`config.mk`:
```
export PLATFORM = sky130hd
export DESIGN_NAME = serial_adder_16b
export DESIGN_NICKNAME = d
export VERILOG_FILES = /design/src/rtl/serial_adder_16b.sv
export SDC_FILE = /design/constraint.sdc
export NUM_CORES = 1
export LEC_CHECK = 0
export BUFFER_PORTS_ARGS = -buffer_cell sky130_fd_sc_hd__buf_2
export CORE_UTILIZATION = 53
export CTS_CLUSTER_SIZE = 8
export DETAILED_ROUTE_END_ITERATION = 12
export GPL_ROUTABILITY_DRIVEN = 0
export MAX_ROUTING_LAYER = met4
export PLACE_DENSITY = 0.79
export SLEW_MARGIN = 20
export SYNTH_ARGS = -nofsm -noshare
export SYNTH_HDL_FRONTEND = slang
export SYNTH_SLANG_ARGS = --single-unit
```
`constraint.sdc`:
```
create_clock -name clk -period 2.4 [get_ports clk]
set_clock_uncertainty 0.2 [all_clocks]
set_input_delay 0.72 -clock clk [delete_from_list [all_inputs] [get_ports clk]]
set_output_delay 0.72 -clock clk [all_outputs]
set_load 0.02 [all_outputs]
```
`src/rtl/serial_adder_16b.sv`:
```
// Bit-serial adder: adds two WIDTH-bit operands plus carry-in, one bit per clock,
// LSB first, through a single full-adder cell and a carry flip-flop.

module fullAdder_1b (
  input  logic a,
  input  logic b,
  input  logic cin,
  output logic s,
  output logic cout
);
  assign s    = a ^ b ^ cin;
  assign cout = (a & b) | (a & cin) | (b & cin);
endmodule

module serial_adder_16b #(
  parameter int WIDTH = 16
) (
  input  logic             clk,
  input  logic             rst,
  input  logic             start,
  input  logic [WIDTH-1:0] a,
  input  logic [WIDTH-1:0] b,
  input  logic             cin,
  output logic             busy,
  output logic             done,
  output logic [WIDTH-1:0] sum,
  output logic             cout,
  output logic             ofl
);

  localparam int CW = (WIDTH > 1) ? $clog2(WIDTH) : 1;

  localparam logic [1:0] ST_IDLE = 2'd0;
  localparam logic [1:0] ST_RUN  = 2'd1;
  localparam logic [1:0] ST_DONE = 2'd2;

  localparam logic [CW-1:0] LAST_BIT = CW'(WIDTH - 1);

  logic [1:0]       state_q, state_d;
  logic [WIDTH-1:0] a_sh_q, a_sh_d;
  logic [WIDTH-1:0] b_sh_q, b_sh_d;
  logic [WIDTH-1:0] sum_q, sum_d;
  logic [CW-1:0]    cnt_q, cnt_d;
  logic             carry_q, carry_d;
  logic             cout_q, cout_d;
  logic             ofl_q, ofl_d;

  logic fa_s;
  logic fa_cout;
  logic last_bit;

  fullAdder_1b u_fa (
    .a    (a_sh_q[0]),
    .b    (b_sh_q[0]),
    .cin  (carry_q),
    .s    (fa_s),
    .cout (fa_cout)
  );

  assign last_bit = (cnt_q == LAST_BIT);

  always_comb begin
    // NOTE: every signal gets a default first so no path leaves it unassigned (no latch).
    state_d = state_q;
    a_sh_d  = a_sh_q;
    b_sh_d  = b_sh_q;
    sum_d   = sum_q;
    cnt_d   = cnt_q;
    carry_d = carry_q;
    cout_d  = cout_q;
    ofl_d   = ofl_q;

    case (state_q)
      ST_IDLE, ST_DONE: begin
        if (start) begin
          a_sh_d  = a;
          b_sh_d  = b;
          carry_d = cin;
          cnt_d   = '0;
          state_d = ST_RUN;
        end else begin
          state_d = ST_IDLE;
        end
      end

      ST_RUN: begin
        // Result bits enter at the MSB so that after WIDTH shifts bit 0 sits at sum[0].
        sum_d   = {fa_s, sum_q[WIDTH-1:1]};
        carry_d = fa_cout;
        a_sh_d  = a_sh_q >> 1;
        b_sh_d  = b_sh_q >> 1;
        if (last_bit) begin
          cout_d  = fa_cout;
          ofl_d   = carry_q ^ fa_cout;
          state_d = ST_DONE;
        end else begin
          cnt_d = cnt_q + CW'(1);
        end
      end

      default: state_d = ST_IDLE;
    endcase
  end

  always_ff @(posedge clk or posedge rst) begin
    if (rst) begin
      state_q <= ST_IDLE;
      a_sh_q  <= '0;
      b_sh_q  <= '0;
      sum_q   <= '0;
      cnt_q   <= '0;
      carry_q <= 1'b0;
      cout_q  <= 1'b0;
      ofl_q   <= 1'b0;
    end else begin
      // NOTE: non-blocking updates so every flop samples the pre-edge values.
      state_q <= state_d;
      a_sh_q  <= a_sh_d;
      b_sh_q  <= b_sh_d;
      sum_q   <= sum_d;
      cnt_q   <= cnt_d;
      carry_q <= carry_d;
      cout_q  <= cout_d;
      ofl_q   <= ofl_d;
    end
  end

  // All outputs decode registered state only.
  assign busy = (state_q == ST_RUN);
  assign done = (state_q == ST_DONE);
  assign sum  = sum_q;
  assign cout = cout_q;
  assign ofl  = ofl_q;

endmodule
```
# --- Word level (Yosys, flattened, before mapping) ---
# Index checks and enable logic that the tools add are counted.
totals:
  regBits: 57
  latch_bits: 0
  mem_bits_rw: 0
  romBits: 0
  input_bits: 36
  n_memories: 0
classes:
  addsub: 1
  multipliers: 0
  div_mod_pow: 0
  n_lt_le_gt_ge: 0
  eq_ne: 6
  shifts: 0
  n_mux: 12
  n_bitwise: 8
  reduce_logical: 6
ops:
  columns: ["operator", "n"]
  rows:
  - ["$pmux 16 s2", 2]
  - ["$mux 16", 2]
  - ["$mux 4", 2]
  - ["$pmux 4 s2", 1]
  - ["$add 4x1->4 const B", 1]
  - ["$eq 4x4->1 const B", 1]
  - ["$ne 2x2->1 const B", 2]
  - ["$pmux 2 s2", 1]
  - ["$reduce_and 2->1", 2]
  - ["$and 1x1->1", 3]
  - ["$reduce_and 3->1", 1]
  - ["$xor 1x1->1", 3]
  - ["$eq 2x1->1 const B", 1]
  - ["$eq 2x2->1 const B", 1]
  - ["$logic_not 2->1", 1]
  - ["$mux 1", 2]
  - ["$mux 2", 1]
  - ["$ne 2x1->1 const B", 1]
  - ["$or 1x1->1", 2]
  - ["$pmux 1 s2", 1]
  - ["$reduce_bool 2->1", 1]
  - ["$reduce_or 2->1", 1]

# --- Logic depth before layout (Yosys ltp) ---
depth:
  ltp_word: 4
  mapped_depth: 6
  mapped_depth_nobuf: 4

# --- By module ---
# From an unflattened synthesis, not the netlist that was laid out.
unflattened:
  cells_unflattened: 245
  area_unflattened_um2: 2394.8
modules_own_cells:
  columns: ["module", "instances", "cells_per_inst", "area_each_um2", "seq_area_each_um2"]
  rows:
  - ["serial_adder_16b", 1, 244, 2374.8, 1426.4]
  - ["fullAdder_1b", 1, 1, 20.0, 0.0]

# --- Least setup slack after synthesis ---
# OpenSTA, ideal clock, no wires.
synth_timing:
  path_kind: "register to output"
  from: "register state_q[1]"
  to: "output port busy"
  arrival_ps: 914
  required_ps: 1480
  path_slack_ps: 566
  stages_incl_launch_ff: 5
  cell_sequence: "dfrtp_1 > nand2b_1 > buf_6 > inv_4 > buf_2"
synth_via:
  elab_chain_len: 1
synth_lines:
  columns: ["element", "line_no", "text"]
  rows:
  - ["start, declared", "39", "logic [1:0] state_q, state_d;"]
  - ["start signal, assigned", "117", "state_q <= state_d;"]
  - ["$eq 2x1->1", "129", "assign busy = (state_q == ST_RUN);"]
  - ["end, declared", "24", "output logic busy,"]
# No other way between the ends.

# --- Worst setup path in the final report ---
# Ends and elaborated chain as after synthesis.

==> results.py <==
metrics = {
    "critical_path": {
        "cp-end-kind": "primary output",
        "worst_r2r_path_depth": 5,
        "path_class": "reg -> out",
        "arrival_ns": 1.32,
        "crit_fanout": 16,
        "start_kind": "flip-flop",
        "r2r_slack_ns": 0.44,
        "rr_startpoint": "state_q[1]",
        "r2r_end": "cnt_q[0]",
        "cp-startpoint": "state_q[1]",
        "cp-endpoint": "busy",
        "crit_required_ns": 1.48,
    },
    "final_layout": {
        "layout_commonest_cell": "dfrtp_1",
        "final_cell_mix": "57 x dfrtp_1, 55 x buf_2, 49 x nand2_1, 32 x nor2_1",
        "drive_above_1_share_pct": 27.4,
        "diodes": 0,
        "final_area_sq_um": 2940,
        "fin_nets": 343,
        "area_growth_pct": 21.6,
    },
    "logic_synthesis": {
        "yosysTopAreaCellShare_pct": 59.1,
        "synthFlopType": "dfrtp_1",
        "synth.area.top_cells": "dfrtp_1 59%, o22ai_1 8.0%, nand2_1 7.6%, nor3_1 6.4%, nor2_1 5.0%",
        "synthArstFlopShare_pct": 100,
        "ys_ff_latch": 57,
        "synthCells": 250,
        "synth_area_leader_cell": "dfrtp_1",
        "synth_warnings": 0,
        "synth_edf_count": 0,
        "syn_nets": 288,
        "syn-cell-area_sq_um": 2410,
        "syn_avg_cell_area_sq_um": 9.66,
        "ys_seq_area_share_pct": 59.1,
        "yosysUniqueCellTypes": 29,
    },
    "global_route": {
        "grt_pass1_vias": 1927,
        "grt_max_degree": 54,
        "overflow": 0,
        "grt_antenna_before_repair": 0,
        "track_usage_pct": 24.0,
        "grt_pass1_wl_mm": 8.94,
    },
    "run": {
        "drv_cap": 0,
    },
    "clock_tree": {
        "cts_max_path_buffers": 2,
        "cts_buffers": 9,
        "clk_pin_slew_ns": 0.07,
        "htree_levels": 3,
        "cts_resized": 0,
        "cts_sinks": 57,
        "hold_buffers": 0,
        "post_cts_buffers": 0,
        "clockRootBuffer": "clkbuf_8",
        "clk_latency_ns": 0.33,
        "cts_tree": "built",
    },
    "placement": {
        "hpwl_mm": 3.27,
        "dpl_cell_area_sq_um": 2730,
        "io_buffers": 55,
        "pre_cts_slack_ns": 0.453,
    },
    "die": {
        "die_y_um": 69.5,
        "die_x_um": 69.5,
        "core_sq_um": 4350,
        "ios": 56,
        "dieArea_sq_um": 4830,
        "rows": 24,
        "initial_core_util_pct": 55.5,
    },
    "timing": {
        "rsz0062_at_grt": "false",
        "max_freq_mhz": 447,
        "setup_tns_ns": 0,
        "hold_violations": 0,
        "period_share_pct": 93.2,
        "finalSetupViolations": 0,
        "timing.final.crit_period_ns": 2.24,
        "worst_slew_pin_slew_ns": 0.531,
        "relSlewSlack_pct": 64.6,
        "setup_ws_ns": 0.164,
        "slew_viol_final": 0,
    },
    "drt": {
        "route.detailed.drc": 1,
        "via_count": 1971,
        "firstDrtPassIters": 8,
        "routed_wl_mm": 5.14,
        "avgViaCountPerCell": 5.44,
        "avgRoutedWirePerCell_um": 14.2,
        "ant_nets": 0,
        "drt_iter0_drc": 130,
    },
    "worst_hold_path": {
        "hold_class": "in -> async",
    },
    "outcome": {
        "status": "finished with violations",
        "violations": "design-rule violations",
    },
    "pwr": {
        "power_density_nw_per_um2": 1530,
        "ir_drop_mv": 0.789,
        "p_leak_nw": 1.44,
    },
}
synthesized netlist by cell type (2+ instances only):
| library cell | instances |
|---|---|
| dfrtp_1 | 57 |
| nand2_1 | 49 |
| nor2_1 | 32 |
| nor3_1 | 31 |
| o22ai_1 | 31 |
| buf_2 | 12 |
| buf_4 | 4 |
| nand3_1 | 4 |
| a21oi_1 | 3 |
| inv_1 | 3 |
| a22o_1 | 2 |
| buf_6 | 2 |
| nand2b_1 | 2 |
| nor2b_1 | 2 |
| o211ai_1 | 2 |
metrics by stage:
| stage | hold slack, ns | std cells | power [mW] | utilization [%] |
|---|---|---|---|---|
| 2_1_floorplan | 0.267 | 250 | 3.12 | - |
| 3_3_place_gp | 0.255 | 346 | 3.49 | 62.6 |
| 3_5_place_dp | 0.270 | 346 | 3.58 | 62.6 |
| 4_1_cts | 0.218 | 362 | 4.52 | 67.4 |
| 5_1_grt | 0.254 | 362 | 4.84 | 67.4 |
| 6_report | 0.201 | 362 | 4.49 | 67.4 |
where the power goes:
group,internal (mW),switching [mW]
combinational,0.689,1.14
clock,0.564,0.361
sequential,1.44,0.299
cell type report:
type	count	area, sq um
Timing Repair Buffer	63	360
Sequential cell	57	1430
Inverter	4	17.5
Clock inverter	2	35.0
Multi-Input combinational cell	170	858
Fill cell	363	1420
Tap cell	52	65.1
Clock buffer	14	173
how the worst min path moves through the flow:
stage,cells after the start,to,slack [ns],start
2_1_floorplan,1,a_sh_q[15],0.27,a_sh_q[15]
6_report,2,b_sh_q[13],0.20,rst
3_5_place_dp,2,sum[0],0.27,sum[0]
5_1_grt,2,sum[8],0.25,rst
3_3_place_gp,2,sum[0],0.26,sum[0]
4_1_cts,2,b_sh_q[13],0.22,rst
critical path, stage by stage (launching register included):
cell and delay [ns]:
dfrtp_1 0.36, nand2b_2 0.35, inv_4 0.11, buf_2 0.17
cell families (layout without fill, tap and decap cells):
logic type / after synthesis / count (layout) / synth area share [%]
compound gates: 42 / 42 / 11.2
fa+ha+maj: 2 / 2 / 1.35
simple gates: 124 / 124 / 21.9
xor+xnor: 1 / 1 / 0.363
flops: 57 / 57 / 59.1
mux: 1 / 1 / 0.466
buf+inv: 23 / 83 / 5.60
flip-flops by register name (all words and copies together) (netlist names):
signal and flops:
a_sh_q 16, b_sh_q 16, sum 16, cnt_q 4, state_q 2, carry_q 1
cout 1, ofl 1
layer usage:
| metal | up-vias | global-route usage (%) | routed length (um) |
|---|---|---|---|
| li1 | 974 | - | - |
| met1 | 947 | 33.4 | 2410 |
| met2 | 42 | 35.3 | 2460 |
| met3 | 8 | 4.65 | 194 |
| met4 | 0 | 9.07 | 74 |
| met5 | - | - | 0 |
No activity file was read; power rests on OpenSTA's default activity.
